**src/rtl/medidor_bias_multi.sv**
```systemverilog
// Multi-channel GARO bias meter: counts ones per channel over a 2^resol window.
// Optional per-channel 0<->1 transition counts with MEDIDOR_BIAS_TRANSICIONES_EN.
module medidor_bias_multi #(
  parameter int N_CANALES = 4,
  parameter int OUT_WIDTH = 32
) (
  input  logic                           clock,
  input  logic                           reset_n,
  input  logic                           enable,
  input  logic                           modo,
  input  logic [4:0]                     resol,
  input  logic [N_CANALES-1:0]           muestras,
  input  logic                           out_ready,
  output logic                           out_valid,
  output logic                           lock,
  output logic [N_CANALES*OUT_WIDTH-1:0] out
`ifdef MEDIDOR_BIAS_TRANSICIONES_EN
  ,
  output logic [N_CANALES*OUT_WIDTH-1:0] out_trans
`endif
);

  typedef enum logic [1:0] {
    IDLE,
    MIDE,
    ENTREGA,
    ESPERA
  } estado_t;

  localparam logic [OUT_WIDTH-1:0] UNO = 1;
  localparam logic [OUT_WIDTH-1:0] MAX = '1;

  estado_t estado;
  estado_t estado_sig;

  logic [31:0] ventana;
  logic [31:0] fin;
  logic [4:0]  resol_q;
  logic        modo_q;
  logic        ultimo;

  logic [N_CANALES-1:0][OUT_WIDTH-1:0] cuenta;
  logic [N_CANALES-1:0][OUT_WIDTH-1:0] cuenta_sig;

`ifdef MEDIDOR_BIAS_TRANSICIONES_EN
  logic [N_CANALES-1:0][OUT_WIDTH-1:0] trans;
  logic [N_CANALES-1:0][OUT_WIDTH-1:0] trans_sig;
  logic [N_CANALES-1:0]                previa;
`endif

  assign fin    = (32'd1 << resol_q) - 32'd1;
  assign ultimo = (estado == MIDE) && (ventana == fin);

  always_ff @(posedge clock or negedge reset_n) begin
    if (!reset_n) begin
      estado <= IDLE;
    end else begin
      estado <= estado_sig;
    end
  end

  // Abort on enable=0 overrides every other transition.
  always_comb begin
    estado_sig = estado;
    unique case (estado)
      IDLE:    if (enable) estado_sig = MIDE;
      MIDE:    if (ultimo) estado_sig = ENTREGA;
      ENTREGA: if (out_ready) estado_sig = modo_q ? MIDE : ESPERA;
      ESPERA:  estado_sig = ESPERA;
      default: estado_sig = IDLE;
    endcase
    if (!enable) estado_sig = IDLE;
  end

  // Next counts include the current sample and saturate at all ones.
  always_comb begin
    cuenta_sig = cuenta;
    for (int i = 0; i < N_CANALES; i++) begin
      if (muestras[i] && (cuenta[i] != MAX)) begin
        cuenta_sig[i] = cuenta[i] + UNO;
      end
    end
  end

`ifdef MEDIDOR_BIAS_TRANSICIONES_EN
  // The first sample of a window has no predecessor to compare against.
  always_comb begin
    trans_sig = trans;
    for (int i = 0; i < N_CANALES; i++) begin
      if ((ventana != 32'd0) && (muestras[i] != previa[i])
          && (trans[i] != MAX)) begin
        trans_sig[i] = trans[i] + UNO;
      end
    end
  end
`endif

  always_ff @(posedge clock or negedge reset_n) begin
    if (!reset_n) begin
      ventana   <= '0;
      resol_q   <= '0;
      modo_q    <= 1'b0;
      cuenta    <= '0;
      out       <= '0;
      out_valid <= 1'b0;
      lock      <= 1'b0;
    end else if (!enable) begin
      ventana   <= '0;
      cuenta    <= '0;
      out_valid <= 1'b0;
      lock      <= 1'b0;
    end else begin
      unique case (estado)
        IDLE: begin
          resol_q <= resol;
          modo_q  <= modo;
          ventana <= '0;
          cuenta  <= '0;
        end
        MIDE: begin
          ventana <= ventana + 32'd1;
          cuenta  <= cuenta_sig;
          if (ultimo) begin
            out       <= cuenta_sig;
            out_valid <= 1'b1;
            lock      <= 1'b1;
          end
        end
        ENTREGA: begin
          if (out_ready) begin
            out_valid <= 1'b0;
            ventana   <= '0;
            cuenta    <= '0;
          end
        end
        ESPERA: begin
        end
        default: begin
        end
      endcase
    end
  end

`ifdef MEDIDOR_BIAS_TRANSICIONES_EN
  always_ff @(posedge clock or negedge reset_n) begin
    if (!reset_n) begin
      trans     <= '0;
      previa    <= '0;
      out_trans <= '0;
    end else if (!enable) begin
      trans  <= '0;
      previa <= '0;
    end else begin
      unique case (estado)
        IDLE: begin
          trans <= '0;
        end
        MIDE: begin
          trans  <= trans_sig;
          previa <= muestras;
          if (ultimo) out_trans <= trans_sig;
        end
        ENTREGA: begin
          if (out_ready) trans <= '0;
        end
        ESPERA: begin
        end
        default: begin
        end
      endcase
    end
  end
`endif

endmodule

```
**config.mk**
```make
export PLATFORM = sky130hd
export DESIGN_NAME = medidor_bias_multi
export DESIGN_NICKNAME = d
export VERILOG_FILES = /design/src/rtl/medidor_bias_multi.sv
export SDC_FILE = /design/constraint.sdc
export NUM_CORES = 1
export LEC_CHECK = 0
export CAP_MARGIN = 40
export CORE_AREA = 2 2 197 199
export CTS_BUF_LIST = sky130_fd_sc_hd__clkbuf_8
export DETAILED_ROUTE_END_ITERATION = 16
export DIE_AREA = 0 0 199 201
export DONT_BUFFER_PORTS = 1
export PLACE_DENSITY_LB_ADDON = 0.3
export SLEW_MARGIN = 40
export SYNTH_ARGS = -nofsm -noshare
export SYNTH_HDL_FRONTEND = slang
export SYNTH_SLANG_ARGS = --single-unit
```
**constraint.sdc**
```tcl
create_clock -name clock -period 3.46 [get_ports clock]
set_input_delay 0 -clock clock [delete_from_list [all_inputs] [get_ports clock]]
set_output_delay 0 -clock clock [all_outputs]
set_load 0.03 [all_outputs]
```
==> results.tsv <==
stage	metric	value	unit
clocking	clkTransAtPathRegs	0.06	ns
die	core	38100	um2
die	die_area	40000	um2
critical_path	criticalPathCategory	register to register	
routing	ant_nets	0	
die	die_w	199	um
synth	synth-edff-count	0	
cells_and_area	syn_to_final_growth	11.5	%
clocking	numCtsBuffers	53	
synth	synth_top_area_share	44.5	%
synth	ys_seq_area_share	44.5	%
timing	fin_worst_skew	0.0391	ns
routing	via_per_inst	5.70	
routing	vias	12912	
global_routing	grt_pass1_vias	12698	
critical_path	arrival	3.97	ns
global_routing	grt_overflow_total	0	
cells_and_area	seq_area	7460	um2
clocking	htreeDepth	2	
placement	io_buffer_count	0	
timing	worstMarginPinSlew	1.18	ns
critical_path	regToRegEndpoint	out[95]	
die	num_rows	72	
global_routing	grt_antenna_before_repair	1	
clocking	clockRootBuffer	clkbuf_8	
timing	hold_viol	298	
critical_path	reg2reg_slack	-0.01	ns
outcome	status	finished, violations left	
pwr	irDropWorstVdd	0.000280	V
clocking	holdBufCountCts	12	
timing	drv_slew	0	
critical_path	crit_start	resol_q[4]	
synth	async_reset_ff_share	100	%
timing	setup_viol	8	
die	fp.dieH	201	um
pwr	power.density	413	nW/um2
cells_and_area	fillers	3501	
synth	syn_avg_cell_area	9.82	um2
timing	max_freq	0.288	GHz
routing	first_pass_iters	5	
global_routing	grt_pass1_wl	67000	um
timing	min_period_over_period	100	%
critical_path	cp_max_fo	69	
clocking	postCtsSetupBuffers	0	
routing	post_drt_wl_per_cell	18.0	um
placement	gp_congestion	0.897	
critical_path	regToRegStartpoint	resol_q[4]	
hold_path	hold_path.class	input pin to async pin	
synth	yosys_most_used_dff	dfrtp_1	
placement	placed_area	17300	um2
timing	rsz0062_at_grt	true	
critical_path	cp-end-kind	register	
die	pin_count	144	
synth	ys_types	80	
synth	synthCells	1707	
cells_and_area	final_nets	1723	
global_routing	grt_max_degree	299	
placement	hpwl	26400	um
routing	drtIter0Drc	812	
clocking	clkLatencyLatePin	0.65	ns
synth	syn_area	16800	um2
timing	hold_slack	-0.957	ns
clocking	cts_tree	yes	
global_routing	grt_usage	20.5	%
synth	ys.warnings.count	0	
outcome	failed_checks	hold timing, setup timing	
run	max_cap_violations	0	
synth	syn_nets	1727	
clocking	cts_sinks	298	
timing	min_period	3.47	ns
die	initial_core_util	44.0	%
critical_path	crit_end	out[95]	
clocking	cts_max_path_buffers	3	
timing	fin_ws	-0.0112	ns
synth	yosys.area.top_type	dfrtp_1	
cells_and_area	drive_above_1_share	16.4	%
timing	slew-limit-headroom	21.3	%
routing	totalWireLength	40700	um
critical_path	startpoint_type	register	
routing	remaining_drc_errors	0	
synth	synth_area_leaders	dfrtp_1 (44%), mux2_4 (8.0%), xnor2_1 (5.0%)	
pwr	power_leakage	8.47	nW
cells_and_area	finish.instance_area	18700	um2
synth	ys_ff_latch	298	
critical_path	rr_worst_depth	11	
critical_path	critical_path_required	3.96	ns
cells_and_area	multi_input_area	8650	um2
sequential cells by signal (all words and copies together), names as in the netlist:
register / cells
modo_q: 1
estado: 2
resol_q: 5
out_valid: 1
ventana: 32
lock: 1
out: 128
cuenta: 128
layout make-up:
class                   count  share of cell area (%)
inverters                  50                    1.00
repair buffers             56                    2.90
flip-flops and latches    298                    39.9
multi-input cells        1244                    46.2
clock inverters            26                    1.26
clock buffers              71                    5.23
well taps                 518                    3.47
diodes                      1                  0.0134
what timing repair did:
action / CTS / global route
resized for setup: 1 / 6
gates cloned: 0 / 0
pin swaps: 0 / 0
endpoints found under the hold margin: 548 / 298
setup endpoints to repair: 18 / 121
cells in the mapped netlist (22+ instances only):
cell,n
inv_1,50
o31ai_1,53
a21oi_1,83
nand2_1,184
clkbuf_1,72
xor2_1,53
mux2_2,36
and4_1,22
o21ai_0,166
nand3_1,59
a31oi_1,32
dfrtp_1,298
buf_2,22
mux2_4,89
nor3_1,22
nor2_1,78
and3_1,32
xnor2_1,96
nand4_1,49
worst min-delay path by stage:
stage,end,slack [ns],cells past startpoint,start
global route,cuenta[113],-0.99,0,reset_n
global placement,out[111],-0.29,0,reset_n
finish,out[108],-0.96,0,reset_n
detailed placement,out[108],-0.29,0,reset_n
CTS,out[108],-1.00,0,reset_n
floorplan,cuenta[0],-0.30,0,reset_n
power by group:
part | total (W) | internal (W) | switching [W]
logic | 0.000509 | 0.000200 | 0.000310
clock network | 0.00370 | 0.00214 | 0.00156
registers | 0.00352 | 0.00350 | 0.0000190
total | 0.00773 | 0.00584 | 0.00189
layer usage:
layer	global-route usage [%]	vias to the layer above	wire length (um)
met5	0	-	0
li1	-	6148	-
met2	32.0	335	18600
met1	27.9	6343	18700
met4	6.98	0	1150
met3	4.91	86	2290
worst max-delay path: stages (launching register included):
cell and delay (ns):
dfrtp_1 0.41, nor4_2 0.33, nand2_1 0.11, ha_2 0.34
xor2_1 0.15, o2111ai_1 0.15, a2111oi_2 0.35, nand4_1 0.19
nor4b_4 0.35, nand4_4 0.17, buf_12 0.24, mux2_4 0.40
cells by family (layout without fill, tap and decap cells):
kind of cell,count (synthesis),count (layout),synth area share (%)
AOI/OAI and AO/OA,419,419,15.2
xor gates and xnor gates,152,152,8.20
adders and majority gates,6,6,0.448
buffers and inverters,165,203,4.44
DFF,298,298,44.5
muxes,137,137,11.1
other,0,1,0
and+or+nand+nor,530,530,16.1
metrics by stage:
stage / instances / setup WS [ns] / setup TNS (ns) / total power (W) / utilization, %
finish: 2264 / -0.0112 / -0.0380 / 0.00773 / 49.1
global route: 2264 / -0.0980 / -2.61 / 0.00806 / 49.1
CTS: 2263 / 0.0245 / 0 / 0.00783 / 49.0
detailed placement: 2154 / 0.0205 / 0 / 0.00405 / 45.5
global placement: 2154 / 0.0720 / 0 / 0.00405 / 45.4
floorplan: 1707 / 0.114 / 0 / 0.00394 / -
layout by cell type (no fill, tap or decap), drive strengths merged, types with 5 or more instances in the layout:
cell / Yosys / layout
nand2b: 5 / 5
a21oi: 84 / 84
inv: 50 / 59
nor4: 20 / 20
and3: 32 / 32
mux2: 125 / 125
a21o: 7 / 7
clkinv: 0 / 11
clkbuf: 72 / 71
ha: 6 / 6
xor2: 53 / 53
nand2: 184 / 184
nor2: 78 / 78
nand3: 59 / 59
or2: 6 / 6
a31oi: 32 / 32
o21ai: 170 / 170
and2: 12 / 12
dlygate4sd3: 0 / 12
o31ai: 54 / 54
nor3: 22 / 22
nand4: 50 / 50
xnor2: 96 / 96
or3: 13 / 13
mux2i: 12 / 12
or4: 6 / 6
o22ai: 20 / 20
dfrtp: 298 / 298
a22o: 7 / 7
buf: 43 / 44
a21boi: 6 / 6
and4: 22 / 22
No activity file was read; power rests on OpenSTA's default activity.
